===== src/rtl/dport_mmio_bridge_pkg.sv =====
// Shared definitions for the data-port MMIO bridge: MMIO register offsets,
// bridge FSM states, address regions and the latched local response.
package dport_mmio_bridge_pkg;

    localparam int unsigned TagW = 11;

    // MMIO register offsets within the 256-byte window
    localparam logic [7:0] OffTx     = 8'h00;
    localparam logic [7:0] OffTohost = 8'h04;
    localparam logic [7:0] OffCycLo  = 8'h08;
    localparam logic [7:0] OffCycHi  = 8'h0C;

    typedef enum logic [1:0] {
        StIdle,
        StLocalResp,
        StTxWait
    } state_e;

    typedef enum logic [1:0] {
        RegionRam,
        RegionMmio,
        RegionUnmapped
    } region_e;

    typedef struct packed {
        logic [TagW-1:0] tag;
        logic [31:0]     data;
        logic            error;
    } resp_t;

    // RAM occupies [0, ram_bytes); MMIO is the 256-byte page at mmio_base
    function automatic region_e decode_region(input logic [31:0] addr,
                                              input logic [31:0] ram_bytes,
                                              input logic [31:0] mmio_base);
        if (addr < ram_bytes) begin
            return RegionRam;
        end
        if (addr[31:8] == mmio_base[31:8]) begin
            return RegionMmio;
        end
        return RegionUnmapped;
    endfunction

endpackage


===== src/rtl/dport_mmio_regs.sv =====
// MMIO register file: free-running cycle counter with high-word snapshot,
// sticky tohost result and the console TX byte.
module dport_mmio_regs
    import dport_mmio_bridge_pkg::*;
(
    input  logic        clk,
    input  logic        rst,
    input  logic        sel,       // MMIO request present this cycle
    input  logic        acc,       // MMIO request accepted this cycle
    input  logic [7:0]  offset,
    input  logic        ren,
    input  logic [3:0]  wen,
    input  logic [31:0] wdata,
    input  logic        tx_hold,   // bridge is holding a byte until tx_ready
    output logic [31:0] rdata,
    output logic        tx_write,
    output logic        tx_valid,
    output logic [7:0]  tx_data,
    output logic        sim_done,
    output logic [30:0] sim_code
);

    logic [63:0] cyc_q;
    logic [31:0] snap_q;
    logic        done_q;
    logic [30:0] code_q;
    logic [7:0]  tx_data_q;
    logic        tx_fire;

    // Console write needs byte lane 0; other lanes alone are ignored
    assign tx_write = sel && (offset == OffTx) && core_lane0(wen);
    assign tx_fire  = acc && tx_write;

    function automatic logic core_lane0(input logic [3:0] be);
        return be[0];
    endfunction

    // Register state: counter always runs, side effects only on accepted requests
    always_ff @(posedge clk) begin
        if (rst) begin
            cyc_q     <= 64'd0;
            snap_q    <= 32'd0;
            done_q    <= 1'b0;
            code_q    <= 31'd0;
            tx_data_q <= 8'd0;
        end else begin
            cyc_q <= cyc_q + 64'd1;
            // Low-word read freezes the high word so a lo/hi pair is coherent
            if (acc && ren && (offset == OffCycLo)) begin
                snap_q <= cyc_q[63:32];
            end
            if (acc && (|wen) && (offset == OffTohost)) begin
                done_q <= 1'b1;
                code_q <= wdata[31:1];
            end
            if (tx_fire) begin
                tx_data_q <= wdata[7:0];
            end
        end
    end

    // Read mux; writes and unknown offsets return zero
    always_comb begin
        rdata = 32'd0;
        if (ren) begin
            case (offset)
                OffTohost: rdata = {code_q, done_q};
                OffCycLo:  rdata = cyc_q[31:0];
                OffCycHi:  rdata = snap_q;
                default:   rdata = 32'd0;
            endcase
        end
    end

    // The byte is offered in the accept cycle and held while the bridge waits
    always_comb begin
        tx_valid = tx_fire || tx_hold;
        tx_data  = tx_fire ? wdata[7:0] : tx_data_q;
    end

    assign sim_done = done_q;
    assign sim_code = code_q;

endmodule


===== src/rtl/dport_mmio_bridge.sv =====
// Data-port bridge: RAM traffic passes straight through with an
// outstanding-request limit; MMIO and unmapped accesses are answered locally,
// only when no RAM request is in flight so responses stay in order.
module dport_mmio_bridge
    import dport_mmio_bridge_pkg::*;
#(
    parameter int unsigned RAM_BYTES = 8192,
    parameter logic [31:0] MMIO_BASE = 32'h8000_0000,
    parameter int unsigned MAX_OUTST = 4
) (
    input  logic            clk,
    input  logic            rst,
    input  logic [31:0]     core__d_addr,
    input  logic [31:0]     core__d_wdata,
    input  logic            core__d_ren,
    input  logic [3:0]      core__d_wen,
    input  logic [TagW-1:0] core__d_req_tag,
    output logic            d__core_accept,
    output logic            d__core_val,
    output logic            d__core_error,
    output logic [31:0]     d__core_rdata,
    output logic [TagW-1:0] d__core_resp_tag,
    output logic [31:0]     br__m_addr,
    output logic [31:0]     br__m_wdata,
    output logic            br__m_ren,
    output logic [3:0]      br__m_wen,
    output logic [TagW-1:0] br__m_req_tag,
    input  logic            m__br_accept,
    input  logic            m__br_val,
    input  logic            m__br_error,
    input  logic [31:0]     m__br_rdata,
    input  logic [TagW-1:0] m__br_resp_tag,
    output logic            tx_valid,
    output logic [7:0]      tx_data,
    input  logic            tx_ready,
    output logic            sim_done,
    output logic [30:0]     sim_code
);

    localparam int unsigned     CntW   = $clog2(MAX_OUTST + 1);
    localparam logic [CntW-1:0] MaxCnt = CntW'(MAX_OUTST);

    state_e          state_q, state_d;
    resp_t           resp_q, resp_d;
    logic [CntW-1:0] outst_q;

    region_e     region;
    logic        req;
    logic        is_ram;
    logic        ram_ok;
    logic        local_ok;
    logic        ram_fwd;
    logic        ram_acc;
    logic        local_acc;
    logic        mmio_sel;
    logic        mmio_acc;
    logic        tx_hold;
    logic        tx_write;
    logic [31:0] reg_rdata;

    // Request decode and acceptance
    always_comb begin
        req       = core__d_ren || (|core__d_wen);
        region    = decode_region(core__d_addr, 32'(RAM_BYTES), MMIO_BASE);
        is_ram    = (region == RegionRam);
        ram_ok    = (state_q == StIdle) && (outst_q != MaxCnt);
        local_ok  = (state_q == StIdle) && (outst_q == '0);
        ram_fwd   = req && is_ram && ram_ok;
        ram_acc   = ram_fwd && m__br_accept;
        local_acc = req && !is_ram && local_ok;
        mmio_sel  = req && (region == RegionMmio);
        mmio_acc  = local_acc && (region == RegionMmio);
        tx_hold   = (state_q == StTxWait);
        d__core_accept = ram_acc || local_acc;
    end

    // RAM-side request: address/data/tag pass through, strobes only when allowed
    always_comb begin
        br__m_addr    = core__d_addr;
        br__m_wdata   = core__d_wdata;
        br__m_req_tag = core__d_req_tag;
        br__m_ren     = ram_fwd && core__d_ren;
        br__m_wen     = ram_fwd ? core__d_wen : 4'b0000;
    end

    // Outstanding RAM requests; a stray response at zero (after reset) is ignored
    always_ff @(posedge clk) begin
        if (rst) begin
            outst_q <= '0;
        end else if (ram_acc && !m__br_val) begin
            outst_q <= outst_q + CntW'(1);
        end else if (!ram_acc && m__br_val && (outst_q != '0)) begin
            outst_q <= outst_q - CntW'(1);
        end
    end

    // FSM state and latched local response
    always_ff @(posedge clk) begin
        if (rst) begin
            state_q <= StIdle;
            resp_q  <= '0;
        end else begin
            state_q <= state_d;
            resp_q  <= resp_d;
        end
    end

    // FSM next state: capture the local answer on accept, then respond once
    always_comb begin
        state_d = state_q;
        resp_d  = resp_q;
        case (state_q)
            StIdle: begin
                if (local_acc) begin
                    resp_d.tag   = core__d_req_tag;
                    resp_d.error = (region == RegionUnmapped);
                    resp_d.data  = (region == RegionMmio) ? reg_rdata : 32'd0;
                    state_d      = (tx_write && !tx_ready) ? StTxWait : StLocalResp;
                end
            end
            StTxWait: begin
                if (tx_ready) begin
                    state_d = StLocalResp;
                end
            end
            StLocalResp: begin
                state_d = StIdle;
            end
            default: begin
                state_d = StIdle;
            end
        endcase
    end

    // Response mux; local and RAM responses cannot overlap
    always_comb begin
        if (state_q == StLocalResp) begin
            d__core_val      = 1'b1;
            d__core_error    = resp_q.error;
            d__core_rdata    = resp_q.data;
            d__core_resp_tag = resp_q.tag;
        end else begin
            d__core_val      = m__br_val;
            d__core_error    = m__br_error;
            d__core_rdata    = m__br_rdata;
            d__core_resp_tag = m__br_resp_tag;
        end
    end

    dport_mmio_regs u_regs (
        .clk      (clk),
        .rst      (rst),
        .sel      (mmio_sel),
        .acc      (mmio_acc),
        .offset   (core__d_addr[7:0]),
        .ren      (core__d_ren),
        .wen      (core__d_wen),
        .wdata    (core__d_wdata),
        .tx_hold  (tx_hold),
        .rdata    (reg_rdata),
        .tx_write (tx_write),
        .tx_valid (tx_valid),
        .tx_data  (tx_data),
        .sim_done (sim_done),
        .sim_code (sim_code)
    );

endmodule


===== config.mk =====
export PLATFORM = sky130hd
export DESIGN_NAME = dport_mmio_bridge
export DESIGN_NICKNAME = d
export VERILOG_FILES = /design/src/rtl/dport_mmio_bridge_pkg.sv /design/src/rtl/dport_mmio_regs.sv /design/src/rtl/dport_mmio_bridge.sv
export SDC_FILE = /design/constraint.sdc
export NUM_CORES = 1
export LEC_CHECK = 0
export ABC_CLOCK_PERIOD_IN_PS = 8290
export CAP_MARGIN = 0
export CORE_ASPECT_RATIO = 1.4
export CORE_UTILIZATION = 25
export CTS_CLUSTER_DIAMETER = 120
export DETAILED_ROUTE_END_ITERATION = 10
export GPL_TIMING_DRIVEN = 0
export PLACE_DENSITY = 0.59
export SYNTH_ARGS = -nofsm -noshare
export SYNTH_HDL_FRONTEND = slang
export SYNTH_SLANG_ARGS = --single-unit

===== constraint.sdc =====
create_clock -name clk -period 8.29 [get_ports clk]
set_input_delay 1.658 -clock clk [delete_from_list [all_inputs] [get_ports clk]]
set_output_delay 1.658 -clock clk [all_outputs]
set_load 0.01 [all_outputs]

Yosys cells after proc, flatten, opt, wreduce, memory -nomap -nowiden
Cells that the tools add are included.
W data, S select, Z words.
{"block": "classes", "n_eq_ne": 11, "add_sub_neg": 3, "n_lt_le_gt_ge": 1, "n_mux": 22, "reduce_logical": 37}
{"cell": "$mux W32", "n": 3}
{"cell": "$pmux W32 S3", "n": 1}
{"cell": "$add A64 B1 Y64 const B", "n": 1}
{"cell": "$lt A32 B14 Y1 const B", "n": 1}
{"cell": "$eq A24 B24 Y1 const B", "n": 1}
{"cell": "$logic_and A1 B1 Y1", "n": 21}
{"cell": "$eq A8 B4 Y1 const B", "n": 2}
{"cell": "$mux W2", "n": 7}
{"cell": "$mux W11", "n": 1}
{"cell": "$eq A8 B3 Y1 const B", "n": 1}
{"cell": "$logic_not A8 Y1", "n": 1}
{"cell": "$mux W8", "n": 1}
{"cell": "$mux W3", "n": 2}
{"cell": "$mux W1", "n": 5}
{"cell": "$eq A2 B1 Y1 const B", "n": 2}
{"cell": "$eq A2 B2 Y1 const B", "n": 2}
{"cell": "$logic_not A1 Y1", "n": 4}
{"cell": "$logic_not A2 Y1", "n": 2}
{"cell": "$mux W4", "n": 1}
{"cell": "$ne A2 B2 Y1 const B", "n": 2}
{"cell": "$pmux W2 S2", "n": 1}
{"cell": "$reduce_and A2 Y1", "n": 2}
{"cell": "$reduce_or A4 Y1", "n": 1}
{"cell": "$add A3 B1 Y3 const B", "n": 1}
{"cell": "6 further kinds", "n": 8}
{"block": "totals", "word_cells": 84, "reg_bits": 185, "input_bits": 129}

Logic depth before layout (Yosys ltp)
Gate-level depths: netlist of the first run.
{"block": "depth", "depth_word": 14, "mapped_depth": 9, "ltp_nobuf": 8}

Cells and area by module
A second synthesis of the first run with hierarchy kept.
{"block": "hier_totals", "hier_cells": 1155, "hier_area_um2": 9586.7}
{"mod": "dport_mmio_regs", "seq_area_each_um2": 2722.6, "n_inst": 1, "area_each_um2": 6536.3, "cells_each": 808}
{"mod": "dport_mmio_bridge", "seq_area_each_um2": 980.9, "n_inst": 1, "area_each_um2": 3050.4, "cells_each": 347}

Worst setup path before layout of the first run
No wires, ideal clock.
{"block": "synth_timing", "kind": "input -> output", "startpoint": "input port core__d_addr[21]", "endpoint": "output port tx_data[0]", "arrival_ps": 3840, "cell_stages": 6, "required_ps": 6632, "slack_ps": 2792, "cell_sequence": "or4_1 > or4_1 > buf_2 > or4_1 > buf_6 > mux2_4"}
{"block": "synth_between", "elab_chain_len": 12, "elab_cells_between_ends": 19, "classes_between": "1 x order compare; 2 x eq/ne; 7 x mux; 9 x reduce/logical"}
{"item": "start: declaration", "line_no": "dport_mmio_bridge.sv:13", "source": "input logic [31:0] core__d_addr,"}
{"item": "parallel branches: the longest is 4 deep, another holds $lt A32 B14 Y1"}
{"item": "$mux W2 (*)", "line_no": "dport_mmio_bridge_pkg.sv:38", "source": "if (addr[31:8] == mmio_base[31:8]) begin"}
{"item": "$logic_not A2 Y1", "line_no": "dport_mmio_bridge.sv:65", "source": "is_ram = (region == RegionRam);"}
{"item": "$logic_not A1 Y1", "line_no": "dport_mmio_bridge.sv:70", "source": "local_acc = req && !is_ram && local_ok;"}
{"item": "$logic_and A1 B1 Y1 (2 in series)", "line_no": "dport_mmio_bridge.sv:70"}
{"item": "$logic_and A1 B1 Y1", "line_no": "dport_mmio_bridge.sv:72", "source": "mmio_acc = local_acc && (region == RegionMmio);"}
{"item": "$logic_and A1 B1 Y1 (*)", "line_no": "dport_mmio_regs.sv:32", "source": "assign tx_fire = acc && tx_write;"}
{"item": "$mux W8 (*)"}
{"item": "end: declaration", "line_no": "dport_mmio_bridge.sv:34", "source": "output logic [7:0] tx_data,"}
Every way passes the cells marked *. The select of a mux whose other input is x is not followed.

Worst setup path in the final report of the first run
{"block": "layout_timing", "startpoint": "input port core__d_addr[17]", "endpoint": "output port d__core_accept"}
{"block": "layout_between", "elab_chain_len": 10, "elab_cells_between_ends": 16, "classes_between": "1 x order compare; 1 x eq/ne; 6 x mux; 8 x reduce/logical"}
{"item": "parallel branches: the longest is 4 deep, another holds $lt A32 B14 Y1"}
{"item": "$mux W2 (*)", "line_no": "dport_mmio_bridge_pkg.sv:38"}
{"item": "$logic_not A2 Y1 (*)", "line_no": "dport_mmio_bridge.sv:65"}
{"item": "$logic_and A1 B1 Y1 / $logic_not A1 Y1 (equally long branches)", "line_no": "dport_mmio_bridge.sv:68, dport_mmio_bridge.sv:70"}
{"item": "$logic_and A1 B1 Y1, on equally long branches", "line_no": "dport_mmio_bridge.sv:68, dport_mmio_bridge.sv:70"}
{"item": "$logic_and A1 B1 Y1, on equally long branches", "line_no": "dport_mmio_bridge.sv:69, dport_mmio_bridge.sv:70"}
{"item": "$logic_or A1 B1 Y1 (*)", "line_no": "dport_mmio_bridge.sv:74", "source": "d__core_accept = ram_acc || local_acc;"}
{"item": "end: declaration", "line_no": "dport_mmio_bridge.sv:18", "source": "output logic d__core_accept,"}
Marks and branches as above.

==> results.toml, run 1 <==
[outcome]
status = "complete, no violations"

[detailed_routing]
avgViaCountPerCell = 4.745
drtIter0Drc = 399
first_pass_iters = 7
drc_errors = 0
via_count = 8787
ant_nets = 0
wl_per_cell_um = 17.31
wl_um = 32060

[place]
gp_congestion = 0.8867
post_dp_cell_area_sq_um = 12830
place_inst = 1820
io_buffers = 292
hpwl_um = 25530

[job]
maxCapViolCount = 0

[die]
core_sq_um = 36660
die_w_um = 165.2
placementRows = 83
start_util = 0.2542
die_h_um = 230.4
ios = 296
die_area_sq_um = 38060

[timing]
worst_pin_slew_ns = 1.128
rsz0062_at_grt = "no"
clock_skew_ns = 0.009272
setup_violations = 0
final.setup.tns_ns = 0
hold_violations = 0
period_needed_ns = 6.703
drv_slew = 0
timing.hold.ws_ns = 0.4514
max_freq_mhz = 149.2
post-route-period-util = 0.8086
relSlewSlack = 0.2414

[yosys]
synth_flop_cell = "dfxtp_1"
syn-num-nets = 1192
synth_cells = 1061
synth_top_cell_area_share = 0.3974
syn_avg_cell_area_sq_um = 8.783
ys_ff_latch = 185
yosysTopAreaCell = "dfxtp_1"
yosysUniqueCellTypes = 48
synth.area.top_cells = "dfxtp_1 (40%), mux2_2 (9.4%), buf_4 (6.0%)"
synth_edf_count = 0
ys_seq_area_frac = 0.3974
syn_area_sq_um = 9319
ys_warn_count = 0
async_reset_ff_frac = 0

[global_route]
grt_pass1_wl_um = 48040
grt_pass1_vias = 8530
antenna_found_initial = 0
grt_use_total = 0.1662
grt_max_degree = 17
grt_overflow = 0

[setup_path]
cpPeakStageDelay_ns = 0.76
cp.arrival_ns = 5.04
crit_fanout = 10
end_kind = "output pin"
required_ns = 6.63
critPathLaunchType = "input port"
crit_path_top_delay_cell = "o21ai_1"
crit_type = "input port to output pin"
path_cells = "clkdlybuf4s50_1 -> nor4_1 -> nand3_1 -> clkbuf_1 -> o21ai_1 -> clkbuf_1 -> nand2b_1 -> clkdlybuf4s50_1"

[layout]
fin_nets = 1503
fillerInstances = 3773
layout-drive-gt1-share = 0.1509
layout.cells.non_filler = 1852
area_delta_synth_final_pct = 44.16
seq_area_sq_um = 3704
diodes = 0
fin_area_sq_um = 13430
multi_input_area_sq_um = 4772

[clock_network]
clockBufferDepth = 2
cts_tree = "yes"
clk_latency_ns = 0.44
cts_buffers = 17
cts_hold_buf = 0
cts.clk_slew.worst_paths_ns = 0.06
root_buffer = "clkbuf_16"
htreeDepth = 4
postCtsSetupBuffers = 0
post_cts_resized = 0
clock_sinks = 185

[power_and_ir_drop]
p_per_area_nw_per_um2 = 154.8
peakVddDrop_v = 0.0001499
p_leak_nw = 4.661

[min_path]
worstHoldPathType = "flip-flop to flip-flop"
==> area by class of cell <==
| type | instances | share of cell area |
|---|---|---|
| clock buffer | 19 | 0.03223 |
| buffer | 144 | 0.06240 |
| multi-input combinational | 729 | 0.3552 |
| inverter | 3 | 0.0008382 |
| timing repair buffer | 292 | 0.2176 |
| tap | 467 | 0.04349 |
| clock inverter | 13 | 0.01257 |
| sequential | 185 | 0.2757 |
==> where the power goes <==
part	switching [mW]	internal, mW
Sequential	0.00644	0.897
Clock	0.362	0.477
Combinational	0.145	0.193
Total	0.513	1.57
==> Yosys cell counts, drive strengths merged, types with 2 or more instances <==
| cell type | number |
|---|---|
| inv | 3 |
| nor3 | 7 |
| xnor2 | 9 |
| nor2 | 94 |
| and4 | 6 |
| or4 | 27 |
| buf | 86 |
| and3 | 9 |
| a22oi | 32 |
| xor2 | 26 |
| mux2 | 86 |
| or3 | 8 |
| nand4 | 31 |
| clkbuf | 58 |
| and2 | 10 |
| nor4 | 20 |
| dfxtp | 185 |
| o21ba | 2 |
| a22o | 14 |
| nand3 | 28 |
| mux2i | 33 |
| nand2b | 9 |
| o31ai | 21 |
| a211oi | 3 |
| nand4b | 3 |
| nand2 | 130 |
| nor3b | 3 |
| a21oi | 86 |
| o21ai | 8 |
| nor2b | 13 |
==> worst max-delay path: cells and delay by family <==
family / cells / cell delay (ns)
and+or+nand+nor: 3 / 0.64
buffers and inverters: 4 / 1.98
AOI/OAI and AO/OA: 1 / 0.76
==> worst paths after layout <==
| path | start | endpoint | slack, ns | depth (start not counted) |
|---|---|---|---|---|
| worst max register to register | u_regs.cyc_q[6]$_SDFF_PP0_ | u_regs.cyc_q[45]$_SDFF_PP0_ | 4.97 | 7 |
| worst min register to register | u_regs.snap_q[19]$_SDFFE_PP0P_ | u_regs.snap_q[19]$_SDFFE_PP0P_ | 0.45 | 2 |
| worst min-delay path | u_regs.snap_q[19]$_SDFFE_PP0P_ | u_regs.snap_q[19]$_SDFFE_PP0P_ | 0.45 | 2 |
| worst max-delay path | core__d_addr[17] | d__core_accept | 1.59 | 8 |
==> layer usage <==
metal | routed length (um) | GRT usage
met5 | 0 | 0
met4 | 1295 | 0.08085
met3 | 1262 | 0.02300
met2 | 17360 | 0.3135
met1 | 12140 | 0.1763
==> through the flow <==
step	setup WS, ns	util	total power, mW
2_1_floorplan	2.792	-	1.067
3_5_place_dp	1.602	0.3500	1.264
3_3_place_gp	1.573	0.3499	1.262
5_1_grt	1.439	0.3665	2.159
4_1_cts	1.599	0.3665	2.102
6_report	1.587	0.3665	2.079
==> kinds of logic (layout without fill, tap and decap cells) <==
group | after synthesis | in the layout | synth area share
buf+inv | 147 | 471 | 0.09116
xor+xnor | 35 | 35 | 0.03290
simple gates | 400 | 400 | 0.2152
flops | 185 | 185 | 0.3974
compound gates | 173 | 173 | 0.1172
mux | 119 | 119 | 0.1426
fa+ha+maj | 2 | 2 | 0.003491
==> layout by cell type (no fill, tap or decap), types with 6 or more instances in the layout <==
master	synthesis	layout
clkbuf_1	58	60
mux2_2	78	78
dfxtp_1	185	185
xor2_1	26	26
o21ai_0	7	7
buf_2	7	7
nor3_1	7	7
nand2_1	130	130
mux2_4	8	8
nor4_1	14	13
a21oi_1	86	86
and4_1	6	6
or4_1	27	27
a22o_1	14	14
nand3_1	28	28
mux2i_1	33	33
nand2b_1	9	9
a22oi_1	32	32
or3_1	8	8
buf_4	75	75
o31ai_1	21	21
nand4_1	31	31
nor2_1	94	94
and3_1	9	9
nor2b_1	13	13
and2_1	10	10
clkdlybuf4s50_1	0	292
nor4_2	5	6
clkbuf_16	0	17
xnor2_1	9	9
==> state kept, by name, summed over array words and instances, names as in the netlist <==
name	flops
u_regs.cyc_q	64
resp_q	44
u_regs.sim_done	1
outst_q	3
u_regs.sim_code	31
state_q	2
u_regs.snap_q	32
u_regs.tx_data_q	8
No activity file was read; power rests on OpenSTA's default activity.
==> run 2, diff against run 1 <==
- ABC_CLOCK_PERIOD_IN_PS: 8290 -> 6400
- clock period: 8.29 -> 6.4 ns (I/O delays scaled with it)
==> results of run 2 <==
Same layout as run 1 (identical final DEF). Status: complete, no violations.
Main changes from that run: setup slack after placement 1.602 ns -> 0.4685 ns; setup slack after layout 1.587 ns -> 0.4531 ns; register-to-register setup slack 4.97 ns -> 3.08 ns; total power 2.079 mW -> 2.693 mW; worst IR drop on VDD 0.0001499 V -> 0.0001941 V
==> run 3, diff against run 2 <==
- GPL_ROUTABILITY_DRIVEN: default -> 0
- RECOVER_POWER: default -> 25
- SLEW_MARGIN: default -> 20
==> run 3 against run 2 <==
  * The flow now finishes with violations (max-capacitance violations, max-slew violations)
  * Clock skew is 0.0016 ns higher
  * First-iteration DRC count grew 5.5%
  * Largest cell class unchanged
  * Routed wire length is 0.28% higher
  * Via count barely moved
  * Combinational power about the same
  * Sequential power about the same
  * Cell count barely moved
  * Power fell by 0.15%
  * Non-clock buffer count grew 1
==> results.toml, run 3 (same netlist as run 1, synthesis figures left out) <==
[layout]
diodes = 0
top_register = "u_regs.cyc_q"
layout.cells.non_filler = 1853
utilization = 0.3669
layout-drive-gt1-share = 0.1515
reg_top3 = "u_regs.cyc_q: 64 flops, resp_q: 44 flops, u_regs.snap_q: 32 flops"
largest_reg_flops = 64
fin_nets = 1504
fillerInstances = 3779
fin_area_sq_um = 13450
multi_input_area_sq_um = 4783
layout_commonest_cell = "clkdlybuf4s50_1"
mostFrequentLayoutCells = "clkdlybuf4s50_1 (259), dfxtp_1 (185), nand2_1 (130), nor2_1 (94), a21oi_1 (86)"
seq_area_sq_um = 3704
area_delta_synth_final_pct = 44.32

[setup_path]
crit_type = "input port to output pin"
cp.arrival_ns = 4.67
end_kind = "output pin"
timing.rr.start = "u_regs.cyc_q[8]$_SDFF_PP0_"
crit_path_start = "core__d_addr[21]"
crit_fanout = 10
r2r_end = "u_regs.cyc_q[45]$_SDFF_PP0_"
reg2reg_setup_slack_ns = 2.38
critPathLaunchType = "input port"
rr_worst_depth = 7
required_ns = 5.12

[power_and_ir_drop]
p_leak_nw = 4.816
power.share.clock = 0.403
sw_frac_of_total = 0.2670
p_sw_mw = 0.7181
peakVddDrop_v = 0.0002022
p_per_area_nw_per_um2 = 200.0
p_int_mw = 1.971
total_power_mw = 2.689
combPwrFrac = 0.162
pwr-share-seq = 0.435

[die]
die_h_um = 230.4
start_util = 0.2542
ios = 296
die_w_um = 165.2
die_area_sq_um = 38060
placementRows = 83
core_sq_um = 36660

[min_path]
worstHoldPathType = "flip-flop to flip-flop"
hold_path_end = "u_regs.snap_q[17]$_SDFFE_PP0P_"
min_from = "u_regs.snap_q[17]$_SDFFE_PP0P_"
hold_path_depth = 2

[detailed_routing]
wl_per_cell_um = 17.35
wl_um = 32150
avgViaCountPerCell = 4.746
drtIter0Drc = 421
ant_nets = 0
via_count = 8795
drc_errors = 0
first_pass_iters = 5

[global_route]
grt_use_total = 0.1668
grt_pass1_vias = 8548
antenna_found_initial = 0
grt_pass1_wl_um = 48320
grt_overflow = 0
grt_max_degree = 20

[clock_network]
cts_buffers = 17
postCtsSetupBuffers = 0
root_buffer = "clkbuf_16"
cts_tree = "yes"
cts.clk_slew.worst_paths_ns = 0.07
clock_sinks = 185
clk_latency_ns = 0.44
cts_hold_buf = 0
post_cts_resized = 0
htreeDepth = 4
clockBufferDepth = 2

[timing]
period_needed_ns = 5.947
relSlewSlack = -0.2366
rsz0062_at_grt = "no"
max_freq_mhz = 168.1
final.setup.tns_ns = 0
worst_slack_ns = 0.4529
hold_violations = 0
setup_violations = 0
worst_pin_slew_ns = 1.838
drv_slew = 11
post-route-period-util = 0.9292
clock_skew_ns = 0.01088
timing.hold.ws_ns = 0.4519

[outcome]
status = "finished with violations"
violations = "max-capacitance violations, max-slew violations"

[job]
maxCapViolCount = 1

[place]
hpwl_um = 25550
post_dp_cell_area_sq_um = 12850
dpl_worst_slack_ns = 0.4351
io_buffers = 292
place_inst = 1821
[run 3: per-layer routing]
layer | part of all wire | wire length [um] | GRT usage | vias to the layer above
li1 | - | - | - | 4342
met1 | 0.38 | 12170 | 0.1785 | 4175
met2 | 0.54 | 17240 | 0.3104 | 227
met3 | 0.041 | 1333 | 0.02282 | 51
met4 | 0.044 | 1411 | 0.08716 | 0
met5 | 0 | 0 | 0 | -
[run 3: power groups by stage]
stage / Clock (mW) / Combinational (mW) / Sequential [mW]
floorplan: 0 / 0.189 / 1.19
global placement: 0 / 0.439 / 1.20
detailed placement: 0 / 0.442 / 1.20
CTS: 1.10 / 0.444 / 1.17
global route: 1.15 / 0.467 / 1.17
finish: 1.08 / 0.437 / 1.17
[run 3: final cells by class]
cell class / count / area share
clock inverters: 15 / 0.01312
repair buffers: 293 / 0.2177
flip-flops and latches: 185 / 0.2754
well taps: 467 / 0.04345
inverters: 3 / 0.0008373
clock buffers: 17 / 0.03163
plain buffers: 144 / 0.06224
multi-input cells: 729 / 0.3557
[run 3: worst max-delay path by stage]
stage                          end  depth (start not counted)
finish                  tx_data[7]                          8
global route        d__core_accept                          8
CTS                 d__core_accept                          8
detailed placement  d__core_accept                          8
global placement    d__core_accept                          8
floorplan               tx_data[0]                          6
[run 3: worst max-delay path, cell delays in order]
cell and delay [ns]:
clkdlybuf4s50_1 0.42, or4_1 0.56, or4_1 0.55, clkbuf_1 0.29
or4_1 0.58, buf_6 0.18, mux2_4 0.31, clkdlybuf4s50_1 0.49
